## config.mk

```make
export PLATFORM = sky130hd
export DESIGN_NAME = imem_arbiter
export DESIGN_NICKNAME = d
export VERILOG_FILES = /design/src/rtl/imem_pkg.sv /design/src/rtl/rr_arb2.sv /design/src/rtl/imem_arbiter.sv
export SDC_FILE = /design/constraint.sdc
export NUM_CORES = 1
export LEC_CHECK = 0
export BUFFER_PORTS_ARGS = -buffer_cell sky130_fd_sc_hd__buf_2
export CAP_MARGIN = 20
export CORE_AREA = 2 2 96 98
export CTS_CLUSTER_SIZE = 25
export DETAILED_ROUTE_END_ITERATION = 10
export DIE_AREA = 0 0 98 100
export GPL_TIMING_DRIVEN = 0
export PLACE_DENSITY = 0.5
export SYNTH_ARGS = -nofsm -noshare
export SYNTH_HDL_FRONTEND = slang
export SYNTH_SLANG_ARGS = --single-unit
```

## constraint.sdc

```tcl
create_clock -name i_clk -period 1.9 [get_ports i_clk]
set_input_delay 0.38 -clock i_clk [delete_from_list [all_inputs] [get_ports i_clk]]
set_output_delay 0.38 -clock i_clk [all_outputs]
set_load 0.01 [all_outputs]
```

## src/rtl/imem_pkg.sv

```systemverilog
// rtl/imem_pkg.sv - shared types and constants for the instruction-memory arbiter
package imem_pkg;

    typedef enum logic {
        ST_BOOT = 1'b0,
        ST_RUN  = 1'b1
    } state_t;

    typedef enum logic {
        REQ_FETCH = 1'b0,
        REQ_LOAD  = 1'b1
    } requester_t;

    localparam logic [31:0] NOP_INSTR = 32'h0000_0013;

    // Misaligned, or a word that would run past the end of memory.
    function automatic logic addr_illegal(input logic [31:0] addr, input int unsigned size);
        return (addr[1:0] != 2'b00) || (addr >= (32'(size) - 32'd3));
    endfunction

endpackage

```

## src/rtl/rr_arb2.sv

```systemverilog
// rtl/rr_arb2.sv - two-requester round-robin grant with last-granted pointer
module rr_arb2
    import imem_pkg::*;
(
    input  logic i_clk,
    input  logic i_rst,
    input  logic i_req_f,
    input  logic i_req_l,
    output logic o_gnt_f,
    output logic o_gnt_l
);

    requester_t last_q;

    always_comb begin
        o_gnt_f = i_req_f && (!i_req_l || (last_q == REQ_LOAD));
        o_gnt_l = i_req_l && (!i_req_f || (last_q == REQ_FETCH));
    end

    // Pointer holds the last winner; resetting it to LOAD favours fetch first.
    always_ff @(posedge i_clk) begin
        if (i_rst) begin
            last_q <= REQ_LOAD;
        end else if (o_gnt_f) begin
            last_q <= REQ_FETCH;
        end else if (o_gnt_l) begin
            last_q <= REQ_LOAD;
        end
    end

endmodule

```

## src/rtl/imem_arbiter.sv

```systemverilog
// rtl/imem_arbiter.sv - boot/run arbitration of CPU fetch and loader onto one memory port
module imem_arbiter
    import imem_pkg::*;
#(
    parameter int SIZE = 512,
    parameter int AW   = $clog2(SIZE)
) (
    input  logic          i_clk,
    input  logic          i_rst,
    input  logic          i_boot_done,
    input  logic          i_f_req,
    input  logic [31:0]   i_f_addr,
    output logic          o_f_gnt,
    output logic          o_f_rvalid,
    output logic [31:0]   o_f_rdata,
    output logic          o_f_err,
    input  logic          i_l_req,
    input  logic          i_l_we,
    input  logic [31:0]   i_l_addr,
    input  logic [31:0]   i_l_wdata,
    output logic          o_l_gnt,
    output logic          o_l_rvalid,
    output logic [31:0]   o_l_rdata,
    output logic          o_l_err,
    output logic          o_m_en,
    output logic          o_m_we,
    output logic [AW-1:0] o_m_addr,
    output logic [31:0]   o_m_wdata,
    input  logic [31:0]   i_m_rdata
);

    state_t     state_q, state_d;
    logic       rst_q;
    logic       blocked;
    logic       req_f, req_l;
    logic       gnt_f, gnt_l;
    logic [31:0] sel_addr;
    logic       sel_err;
    logic       rsp_live;
    logic [31:0] rsp_data;

    logic       rv_q;
    requester_t owner_q;
    logic       err_q;
    logic       we_q;

    always_ff @(posedge i_clk) begin
        rst_q <= i_rst;
        if (i_rst) begin
            state_q <= ST_BOOT;
        end else begin
            state_q <= state_d;
        end
    end

    always_comb begin
        state_d = state_q;
        if ((state_q == ST_BOOT) && i_boot_done) begin
            state_d = ST_RUN;
        end
    end

    // No grants during reset nor in the cycle right after it.
    assign blocked = i_rst || rst_q;
    assign req_f   = i_f_req && (state_q == ST_RUN) && !blocked;
    assign req_l   = i_l_req && !blocked;

    rr_arb2 u_rr (
        .i_clk   (i_clk),
        .i_rst   (i_rst),
        .i_req_f (req_f),
        .i_req_l (req_l),
        .o_gnt_f (gnt_f),
        .o_gnt_l (gnt_l)
    );

    assign o_f_gnt   = gnt_f;
    assign o_l_gnt   = gnt_l;
    assign sel_addr  = gnt_l ? i_l_addr : i_f_addr;
    assign sel_err   = addr_illegal(sel_addr, SIZE);
    assign o_m_en    = (gnt_f || gnt_l) && !sel_err;
    assign o_m_we    = gnt_l && i_l_we && !sel_err;
    assign o_m_addr  = sel_addr[AW-1:0];
    assign o_m_wdata = gnt_l ? i_l_wdata : 32'd0;

    always_ff @(posedge i_clk) begin
        if (i_rst) begin
            rv_q    <= 1'b0;
            owner_q <= REQ_FETCH;
            err_q   <= 1'b0;
            we_q    <= 1'b0;
        end else begin
            rv_q    <= gnt_f || gnt_l;
            owner_q <= gnt_l ? REQ_LOAD : REQ_FETCH;
            err_q   <= sel_err;
            we_q    <= gnt_l && i_l_we;
        end
    end

    // A response pending across a reset edge is dropped rather than emitted.
    assign rsp_live = rv_q && !i_rst;

    always_comb begin
        rsp_data = i_m_rdata;
        if (err_q) begin
            rsp_data = (owner_q == REQ_FETCH) ? NOP_INSTR : 32'd0;
        end else if (we_q) begin
            rsp_data = 32'd0;
        end
    end

    assign o_f_rvalid = rsp_live && (owner_q == REQ_FETCH);
    assign o_l_rvalid = rsp_live && (owner_q == REQ_LOAD);
    assign o_f_rdata  = o_f_rvalid ? rsp_data : 32'd0;
    assign o_l_rdata  = o_l_rvalid ? rsp_data : 32'd0;
    assign o_f_err    = o_f_rvalid && err_q;
    assign o_l_err    = o_l_rvalid && err_q;

endmodule

```

Yosys cells after proc, flatten, opt, wreduce, memory -nomap -nowiden
Index checks and enable logic that the tools add are counted.
{"block": "word_totals", "out_inout_bits": 113, "wordCells": 47, "input_bits": 134, "regBits": 7}
{"block": "classes", "mux": 10, "n_lt_le_gt_ge": 1, "n_bitwise": 3, "n_reduce_logical": 26}
{"operator": "2-to-1 mux 32 bit", "count": 6}
{"operator": "greater-or-equal comparator 32 x 9 -> 1 bit, second input constant", "count": 1}
{"operator": "logical AND 1 bit", "count": 14}
{"operator": "zero test 1 bit", "count": 5}
{"operator": "logical OR 1 bit", "count": 5}
{"operator": "2-to-1 mux 5 bit", "count": 1}
{"operator": "nonzero test 2 bit", "count": 2}
{"operator": "2-to-1 mux 1 bit", "count": 3}
{"operator": "inverter 1 bit", "count": 3}

Logic depth before layout (Yosys ltp)
Gate-level depths: netlist of the first run.
{"block": "logic_depth", "depth_word": 11, "mapped_depth": 6}

By module
A second synthesis of the first run with hierarchy kept.
{"block": "hier_totals", "cells_unflattened": 181, "area_unflattened_um2": 1212.4}
{"module": "imem_arbiter", "seq_area_each_um2": 120.1, "area_each_um2": 1157.4, "cells_per_inst": 174, "n_inst": 1}
{"module": "rr_arb2", "seq_area_each_um2": 20.0, "area_each_um2": 55.1, "cells_per_inst": 7, "n_inst": 1}

Worst setup path after synthesis of the first run
Ideal clock, no wire load.
{"block": "synth_path", "kind": "in2out", "start": "input i_f_req", "end": "output o_m_en", "cell_stages": 5, "t_required_ns": 1.520, "setup_slack_ns": 0.140, "path_buffers": 1, "arrival_time_ns": 1.380, "path_cell_list": "nand3_1 > and3_1 > buf_6 > or3_4 > a21oi_1"}
{"block": "synth_via", "elab_chain_cells": 10}
{"item": "start, declared", "line": "imem_arbiter.sv:11", "source": "input logic i_f_req,"}
{"item": "logical AND 1 bit (*) (2 in a row)", "line": "imem_arbiter.sv:65", "source": "assign req_f = i_f_req && (state_q == ST_RUN) && !blocked;"}
{"item": "zero test 1 bit", "line": "rr_arb2.sv:17", "source": "o_gnt_l = i_req_l && (!i_req_f || (last_q == REQ_FETCH));"}
{"item": "logical OR 1 bit", "line": "rr_arb2.sv:17"}
{"item": "logical AND 1 bit", "line": "rr_arb2.sv:17"}
{"item": "2-to-1 mux 32 bit", "line": "imem_arbiter.sv:79", "source": "assign sel_addr = gnt_l ? i_l_addr : i_f_addr;"}
{"item": "greater-or-equal comparator 32 x 9 -> 1 bit / nonzero test 2 bit (equally long branches)", "line": "imem_pkg.sv:18", "source": "return (addr[1:0] != 2'b00) || (addr >= (32'(size) - 32'd3));"}
{"item": "logical OR 1 bit", "line": "imem_pkg.sv:18"}
{"item": "zero test 1 bit", "line": "imem_arbiter.sv:81", "source": "assign o_m_en = (gnt_f || gnt_l) && !sel_err;"}
{"item": "logical AND 1 bit (*)", "line": "imem_arbiter.sv:81"}
{"item": "end, declared", "line": "imem_arbiter.sv:25", "source": "output logic o_m_en,"}
Every way passes the cells marked *; elsewhere a longest branch is shown, timed or not.

Worst setup path after layout of the first run
{"block": "layout_path", "start": "register state_q", "end": "output o_m_en"}
{"block": "layout_via", "elab_chain_cells": 10}
{"item": "start, declared", "line": "imem_arbiter.sv:32", "source": "state_t state_q, state_d;"}
{"item": "start signal, assigned", "line": "imem_arbiter.sv:52", "source": "state_q <= state_d;"}
{"item": "logical AND 1 bit (*) (2 in a row)", "line": "imem_arbiter.sv:65"}
{"item": "zero test 1 bit", "line": "rr_arb2.sv:17"}
{"item": "logical OR 1 bit", "line": "rr_arb2.sv:17"}
{"item": "logical AND 1 bit", "line": "rr_arb2.sv:17"}
{"item": "2-to-1 mux 32 bit", "line": "imem_arbiter.sv:79"}
{"item": "greater-or-equal comparator 32 x 9 -> 1 bit / nonzero test 2 bit (equally long branches)", "line": "imem_pkg.sv:18"}
{"item": "logical OR 1 bit", "line": "imem_pkg.sv:18"}
{"item": "zero test 1 bit", "line": "imem_arbiter.sv:81"}
{"item": "logical AND 1 bit (*)", "line": "imem_arbiter.sv:81"}
Marks and branches as above.

==> results of run 1 <==
==> kinds of logic (layout without fill, tap and decap cells) <==
kind of cell,Yosys count,count (layout)
and+or+nand+nor,134,134
buffers and inverters,20,281
DFF,7,7
muxes,9,9
AOI/OAI and AO/OA,6,6
==> power breakdown <==
part	internal (mW)	switching [mW]	total, mW	leakage (nW)
logic	0.228	0.164	0.393	1.95
registers	0.156	0.00630	0.162	0.0581
clock network	0.142	0.0689	0.211	0.0255
==> routing by layer <==
metal | vias up | wire (um) | global-route usage, %
li1 | 1149 | - | -
met1 | 1049 | 2340 | 12.8
met2 | 151 | 4330 | 29.3
met3 | 4 | 841 | 4.04
met4 | 0 | 91 | 2.78
met5 | - | 0 | 0
==> stage by stage <==
stage / setup TNS, ns / hold slack, ns / setup slack [ns] / util (%)
2_1_floorplan: 0 / 0.408 / 0.140 / -
3_3_place_gp: -13.14 / 0.469 / -0.278 / 28.7
3_5_place_dp: -14.72 / 0.470 / -0.274 / 28.7
4_1_cts: -1.05 / 0.356 / -0.0788 / 31.9
5_1_grt: -0.711 / 0.329 / -0.125 / 33.7
6_report: -0.224 / 0.329 / -0.0429 / 33.7
==> placed cells by master (no fill, tap or decap), types with 2 or more instances in the layout <==
master and instances:
mux2_4 7, a21oi_1 4, and2_1 35, mux2_2 2
buf_6 19, nor2_4 2, nor2_1 8, and3_1 62
dfxtp_2 5, buf_8 2, clkbuf_8 3, nor4_1 6
and3_4 3, nor3_1 2, nor4_2 3, buf_4 9
buf_2 234, dfxtp_1 2, clkbuf_2 8
==> sequential cells by signal, indices dropped and copies added (netlist names) <==
signal,flops
rv_q,1
u_rr.last_q,1
rst_q,1
err_q,1
we_q,1
owner_q,1
state_q,1
==> how the worst max path moves through the flow <==
| stage | startpoint | to | slack, ns | cells after the start |
|---|---|---|---|---|
| after global placement | i_rst | o_m_addr[7] | -0.28 | 7 |
| final | state_q | o_m_en | -0.04 | 6 |
| after detailed placement | i_rst | o_m_addr[7] | -0.27 | 7 |
| after CTS | rst_q | o_m_addr[7] | -0.08 | 6 |
| after global routing | u_rr.last_q | o_m_en | -0.12 | 6 |
| after floorplan | i_f_req | o_m_en | 0.14 | 5 |
==> critical path, delay by kind of cell, from the launching register on <==
kind / cells / cell delay [ns]
simple gates: 3 / 0.62
flops: 1 / 0.32
buf+inv: 2 / 0.27
compound gates: 1 / 0.12
==> repair_timing <==
item / in CTS / in global routing
resized for setup: 52 / 43
pin swaps: 8 / 5
setup endpoints to repair: 110 / 91
buffers inserted: 5 / 2
cloned: 2 / 3
endpoints found under the hold margin: 0 / 0
==> layout make-up <==
class,count,area (um2),share of cell area [%]
inverter,2,15.0,0.501
clock buffer,3,41.3,1.38
timing repair buffer,258,1450,48.3
buffer,17,131,4.38
sequential,7,146,4.89
tap,111,139,4.63
clock inverter,1,5.00,0.167
multi-input combinational,149,1070,35.8
==> impl_metrics.csv, run 1 <==
group,metric,value,unit
finish,nets,572,
worst_setup_path,start_kind,"flop",
cts,path_clk_slew,0.04,ns
sta,setup-violations-final,6,
sta,fmax,0.515,GHz
synthesis,ys.warnings.count,0,
worst_hold_path,whs_endpoint,"rst_q",
sta,setup_slack,-0.0429,ns
pwr,power_density,256,nW/um2
sta,slew_viol_final,0,
cts,clk_latency,0.23,ns
worst_setup_path,cpPeakStageDelay,0.35,ns
worst_setup_path,crit_required,1.52,ns
synthesis,ys_ff_latch,7,
worst_setup_path,rr_worst_depth,5,
synthesis,synth_fa_ha_area_share,0,%
sta,slew_headroom,83.3,%
worst_hold_path,hp-class,"in2reg",
run_status,violations,"setup timing",
cts,clockBufferDepth,2,
cts,holdBufCountCts,0,
worst_setup_path,slowest_stage,"or3_4",
synthesis,ys_types,23,
sta,fin_crit_sh,102,%
die,core-area,8890,um2
worst_setup_path,reg2reg_slack,0.53,ns
detailed_routing,detail_route.vias_per_cell,4.29,
synthesis,synth_top_area_share,34.4,%
pwr,leakagePower,2.03,nW
cts,root_buffer,"clkbuf_8",
synthesis,yosys.area.top_type,"and3_1",
placed_design,place_hpwl,6.54,mm
global_routing,grt_pass1_wl,11.0,mm
detailed_routing,drtPass1Iterations,4,
sta,post-route-min-period,1.94,ns
synthesis,async_flop_share,0,%
synthesis,synth_top_cells_by_count,"65 x and3_1, 35 x and2_1, 13 x clkbuf_1",
finish,fin_cells,548,
synthesis,synthFlopType,"dfxtp_1",
pwr,finalPower,0.766,mW
cts,numCtsBuffers,3,
finish,fillCellCount,958,
run_status,status,"finished with violations",
sta,finalHoldViolCount,0,
placed_design,dpl_cell_area,2550,um2
detailed_routing,avgRoutedWirePerCell,13.9,um
synthesis,syn_nets,310,
sta,rsz0062_at_grt,"true",
synthesis,synth_area_leaders,"and3_1 34%, and2_1 18%, dfxtp_1 12%",
detailed_routing,wl,7.60,mm
global_routing,antenna_found_initial,0,
sta,worst_clock_skew,0.000254,ns
synthesis,avgSynthCellArea,6.73,um2
finish,drive_gt1_share,70.9,%
die,initial_core_util,13.3,%
cts,h-tree-depth,1,
synthesis,synth.area.mux_share,8.56,%
placed_design,place_congestion,0.813,
sta,tightest_slew,0.248,ns
worst_hold_path,hold_start,"i_rst",
detailed_routing,vias,2353,
synthesis,synth_compound_area_share,2.64,%
global_routing,grt_use_total,13.8,%
die,dieArea,9800,um2
cts,cts_tree,"yes",
worst_hold_path,hold_path_depth,1,
worst_setup_path,worstPathArrival,1.56,ns
worst_setup_path,path_class,"reg2out",
detailed_routing,drt_iter0_markers,32,
synthesis,synth_area,1180,um2
global_routing,grt_max_degree,11,
synthesis,synth_edf_count,0,
finish,final_area,3000,um2
global_routing,grt_overflow,0,
die,dieWidth,98,um
global_routing,first_global_vias,2167,
detailed_routing,detail-route-antenna-nets,0,
die,rows,35,
worst_setup_path,path_cells,"nand3_2 > and3_4 > buf_6 > or3_4 > a21oi_2 > buf_2",
synthesis,synth_top_family_by_area,"simple AND/OR/NAND/NOR gates",
finish,insertedDiodeCount,0,
die,die_y,100,um
worst_setup_path,end_kind,"output pin",
synthesis,synth_xor_area_share,0,%
worst_setup_path,crit_fanout,5,
synthesis,synth_simple_gate_area_share,69.6,%
placed_design,dp_cells,533,
placed_design,io_buffers,246,
detailed_routing,drc_errors,0,
worst_setup_path,regToRegEndpoint,"err_q",
cts,clock_sinks,7,
synthesis,yosysSeqAreaShare,11.8,%
job,cap_viol_max_count,0,
worst_setup_path,timing.rr.start,"state_q",
die,boundaryPins,247,
finish,area_growth,153,%
synthesis,netlist_instances,176,
synthesis,synth.most_common_cell,"and3_1",
pwr,max-vdd-ir-drop,124,uV
(Power assumes the default switching activity.)
==> run 2: changes to the inputs <==
==> constraint.sdc (replaced) <==
create_clock -name i_clk -period 1.9 [get_ports i_clk]
set_input_delay 0 -clock i_clk [delete_from_list [all_inputs] [get_ports i_clk]]
set_output_delay 0 -clock i_clk [all_outputs]
set_load 0.01 [all_outputs]
==> impl_metrics.csv, run 2 (same netlist as run 1, synthesis figures left out) <==
group,metric,value,unit
run_status,status,"finished clean",
sta,fin_tns_setup,0,ns
sta,slew_headroom,69.7,%
detailed_routing,drtPass1Iterations,4,
pwr,seq_power_share,23.3,%
worst_setup_path,slowest_stage,"mux2_2",
detailed_routing,avgRoutedWirePerCell,13.5,um
pwr,share_comb_of_total_power,46.5,%
sta,post-route-min-period,1.76,ns
global_routing,grt_overflow,0,
worst_setup_path,end_kind,"output pin",
pwr,p_switching,0.217,mW
die,dieArea,9800,um2
sta,slew_viol_final,0,
detailed_routing,wl,7.30,mm
global_routing,first_global_vias,2129,
die,rows,35,
cts,clockBufferDepth,2,
sta,fmax,0.567,GHz
cts,h-tree-depth,1,
die,initial_core_util,13.3,%
pwr,max-vdd-ir-drop,120,uV
pwr,leakagePower,1.88,nW
cts,clk_latency,0.22,ns
job,cap_viol_max_count,0,
pwr,clockPowerShare,30.2,%
worst_hold_path,hp-class,"in2reg",
sta,fin_crit_sh,92.9,%
finish,final_area,2630,um2
worst_setup_path,path_cells,"nor2_1 > and3_1 > buf_6 > clkbuf_4 > mux2_2 > buf_2",
sta,setup-violations-final,0,
pwr,finalPower,0.687,mW
cts,path_clk_slew,0.04,ns
finish,drive_gt1_share,62.6,%
cts,numCtsBuffers,3,
placed_design,dpl_cell_area,2550,um2
sta,worst_clock_skew,0.000294,ns
placed_design,io_buffers,246,
sta,tightest_slew,0.454,ns
detailed_routing,detail-route-antenna-nets,0,
die,boundaryPins,247,
cts,cts_tree,"yes",
cts,root_buffer,"clkbuf_8",
detailed_routing,drt_iter0_markers,31,
finish,nets,563,
finish,insertedDiodeCount,0,
cts,clock_sinks,7,
detailed_routing,drc_errors,0,
finish,fillCellCount,1010,
finish,final_common_cell,"buf_2",
placed_design,place_congestion,0.813,
worst_setup_path,worstPathArrival,1.76,ns
placed_design,place_hpwl,6.54,mm
detailed_routing,vias,2288,
pwr,p_int,0.469,mW
pwr,power_density,261,nW/um2
detailed_routing,detail_route.vias_per_cell,4.24,
worst_setup_path,path_class,"reg2out",
cts,cts_setup_buffers,0,
sta,rsz0062_at_grt,"false",
global_routing,grt_use_total,13.4,%
die,core-area,8890,um2
global_routing,grt_max_degree,11,
global_routing,antenna_found_initial,0,
worst_setup_path,cpPeakStageDelay,0.36,ns
die,die_y,100,um
worst_setup_path,crit_fanout,10,
worst_setup_path,start_kind,"flop",
finish,layout_common_cells,"247 x buf_2, 65 x and3_1, 35 x and2_1",
global_routing,grt_pass1_wl,10.7,mm
finish,area_growth,122,%
pwr,switching_share,31.6,%
worst_setup_path,crit_required,1.90,ns
sta,finalHoldViolCount,0,
die,dieWidth,98,um
==> run 2: cell count changes in the layout (fill, tap and decap cells not counted), moves of 4 or more <==
cell	change
buf_6	-18
buf_2	+13
clkbuf_1	+12
buf_4	-9
mux2_2	+7
mux2_4	-7
clkbuf_2	-5
dfxtp_1	+5
dfxtp_2	-5
nor4_1	+4
==> run 2: area by class of cell <==
type | instances | area [um2] | share of cell area, %
Timing Repair Buffer | 248 | 1250 | 47.6
Tap cell | 111 | 139 | 5.29
Clock inverter | 1 | 5.00 | 0.191
Buffer | 18 | 83.8 | 3.19
Sequential cell | 7 | 140 | 5.34
Inverter | 2 | 7.51 | 0.286
Clock buffer | 3 | 41.3 | 1.57
Multi-Input combinational cell | 149 | 958 | 36.5
==> run 2: timing repair <==
action	in CTS	in global routing
gates resized for setup	1	3
hold buffers	2	0
setup endpoints to repair	5	3
hold endpoints to repair	2	0
==> run 2: routing by layer <==
metal,vias up,track usage [%],part of all wire (%)
li1,1127,-,-
met1,1015,12.8,33
met2,146,28.8,56
met3,0,3.69,11
met4,0,1.60,0
met5,-,0,0
==> run 2: critical path, delay by kind of cell (launching register included) <==
| kind | cells | cell delay (ns) |
|---|---|---|
| buf+inv | 3 | 0.50 |
| flops | 1 | 0.32 |
| simple gates | 2 | 0.35 |
| mux | 1 | 0.36 |
==> run 2: power by group through the flow <==
| stage | combinational [mW] | clock, mW | sequential [mW] |
|---|---|---|---|
| floorplan | 0.109 | 0 | 0.161 |
| global placement | 0.315 | 0 | 0.163 |
| detailed placement | 0.318 | 0 | 0.163 |
| global route | 0.353 | 0.224 | 0.161 |
| finish | 0.319 | 0.207 | 0.160 |
| CTS | 0.323 | 0.212 | 0.160 |
==> run 2: path summary, 6_finish.rpt <==
| path | start | to | slack [ns] | cells past startpoint |
|---|---|---|---|---|
| setup / recovery | rst_q | o_m_addr[7] | 0.14 | 6 |
| hold / removal | i_rst | state_q | 0.02 | 2 |
| hold reg to reg | state_q | state_q | 0.49 | 2 |
| setup reg to reg | state_q | err_q | 0.38 | 5 |
==> run 2: metrics by stage <==
stage	cells	util, %	worst slack, ns	hold WS, ns
CTS	539	29.5	0.0938	0.0217
finish	539	29.5	0.136	0.0211
global route	539	29.5	0.0314	0.0311
global placement	533	28.7	0.286	0.200
detailed placement	533	28.7	0.230	0.199
floorplan	176	-	0.531	0.0277
==> run 3: changes to the inputs <==
- GPL_TIMING_DRIVEN: 0 -> 1
==> impl_metrics.csv, run 3 (same netlist as run 1, synthesis figures left out) <==
group,metric,value,unit
detailed_routing,drt_iter0_markers,45,
sta,slew_headroom,70.7,%
finish,area_growth,118,%
finish,seq_area,140,um2
finish,fillCellCount,1012,
pwr,share_comb_of_total_power,46.1,%
sta,worst_clock_skew,0.000739,ns
worst_setup_path,worstPathArrival,1.72,ns
worst_setup_path,timing.rr.start,"state_q",
die,initial_core_util,13.3,%
pwr,p_switching,0.206,mW
cts,numCtsBuffers,3,
sta,fmax,0.580,GHz
detailed_routing,avgRoutedWirePerCell,13.5,um
sta,setup-violations-final,0,
job,cap_viol_max_count,0,
finish,final_core_util,29.1,%
cts,clk_latency,0.22,ns
pwr,switching_share,30.4,%
die,core-area,8890,um2
worst_setup_path,cp-endpoint,"o_m_addr[8]",
cts,path_clk_slew,0.04,ns
sta,post-route-min-period,1.72,ns
worst_setup_path,rr_worst_depth,4,
sta,tightest_slew,0.440,ns
placed_design,place_hpwl,6.26,mm
pwr,power_density,261,nW/um2
detailed_routing,vias,2220,
global_routing,grt_max_degree,65,
worst_setup_path,reg2reg_slack,0.47,ns
cts,root_buffer,"clkbuf_8",
detailed_routing,wl,7.09,mm
detailed_routing,drtPass1Iterations,4,
die,dieArea,9800,um2
die,dieWidth,98,um
placed_design,post-place-ws,0.424,ns
worst_setup_path,path_class,"reg2out",
die,rows,35,
worst_setup_path,crit_fanout,40,
sta,finalHoldViolCount,0,
pwr,p_int,0.470,mW
detailed_routing,detail-route-antenna-nets,0,
global_routing,first_global_vias,2072,
detailed_routing,detail_route.vias_per_cell,4.23,
cts,clock_sinks,7,
pwr,leakagePower,1.85,nW
worst_setup_path,regToRegEndpoint,"err_q",
sta,slew_viol_final,0,
placed_design,io_buffers,246,
global_routing,grt_overflow,0,
cts,clockBufferDepth,2,
detailed_routing,drc_errors,0,
die,die_y,100,um
sta,fin_tns_setup,0,ns
run_status,status,"finished clean",
global_routing,grt_use_total,13.1,%
cts,cts_tree,"yes",
finish,drive_gt1_share,64.0,%
sta,rsz0062_at_grt,"false",
sta,fin_crit_sh,90.7,%
pwr,seq_power_share,23.7,%
cts,h-tree-depth,1,
cts,cts_setup_buffers,0,
pwr,clockPowerShare,30.2,%
sta,setup_slack,0.177,ns
pwr,max-vdd-ir-drop,145,uV
finish,final_common_cell,"buf_2",
global_routing,grt_pass1_wl,10.3,mm
global_routing,antenna_found_initial,0,
placed_design,place_congestion,0.873,
worst_setup_path,start_kind,"flop",
worst_hold_path,hp-class,"in2reg",
sta,hold_ws,0.0208,ns
finish,multi_input_area,958,um2
finish,layout_common_cells,"246 x buf_2, 65 x and3_1, 35 x and2_1",
die,boundaryPins,247,
finish,insertedDiodeCount,0,
worst_setup_path,crit_required,1.90,ns
finish,nets,549,
worst_setup_path,end_kind,"output pin",
worst_setup_path,crit_path_start,"rst_q",
## run 3: changes by cell type in the layout (fill, tap and decap cells not counted), sizes merged
| cell | before | now |
|---|---|---|
| buf | 248 | 250 |
| clkbuf | 19 | 4 |
| clkinv | 1 | 0 |
## run 3: critical path: stages, from the launching register on
cell     delay [ns]
dfxtp_1        0.31
nor2_1         0.13
and3_1         0.33
buf_12         0.22
mux2_2         0.35
buf_2          0.14
## run 3: power groups by stage
stage / Combinational [mW] / Clock [mW] / Sequential, mW
after floorplan: 0.109 / 0 / 0.161
after global placement: 0.308 / 0 / 0.163
after detailed placement: 0.312 / 0 / 0.163
after CTS: 0.317 / 0.209 / 0.161
after global routing: 0.344 / 0.224 / 0.161
final: 0.312 / 0.204 / 0.160
## run 3: what timing repair did
item,4_1_cts,5_1_grt
resized for setup,0,0
hold endpoints to repair,2,0
hold buffers,2,0
## run 3: per-stage QoR
step                cells  cell area [um2]  total power [mW]
floorplan             176             1180             0.270
global placement      519             2520             0.471
detailed placement    519             2520             0.475
CTS                   525             2580             0.687
global route          525             2580             0.729
finish                525             2580             0.676
## run 3: worst min-delay path by stage
stage	from	end	slack, ns	depth (start not counted)
floorplan	i_rst	rst_q	0.03	0
global placement	i_rst	rst_q	0.20	1
detailed placement	i_rst	rst_q	0.20	1
CTS	i_l_we	we_q	0.02	2
global route	i_l_we	we_q	0.02	2
finish	i_l_we	we_q	0.02	2
## run 3: layout make-up
cell class	count	area share (%)
Timing Repair Buffer	252	50.1
Multi-Input combinational cell	149	37.1
Sequential cell	7	5.42
Tap cell	111	5.38
Clock buffer	4	1.74
Inverter	2	0.291
## run 3: per-layer routing
layer  vias up  share of wire (%)  GRT usage, %  routed length (um)
met5         -                  0             0                   0
met4         0                2.6          4.06                 182
met3        10                 12          4.67                 877
met2       156                 53          27.2                3730
met1       953                 33          11.5                2310
li1       1101                  -             -                   -
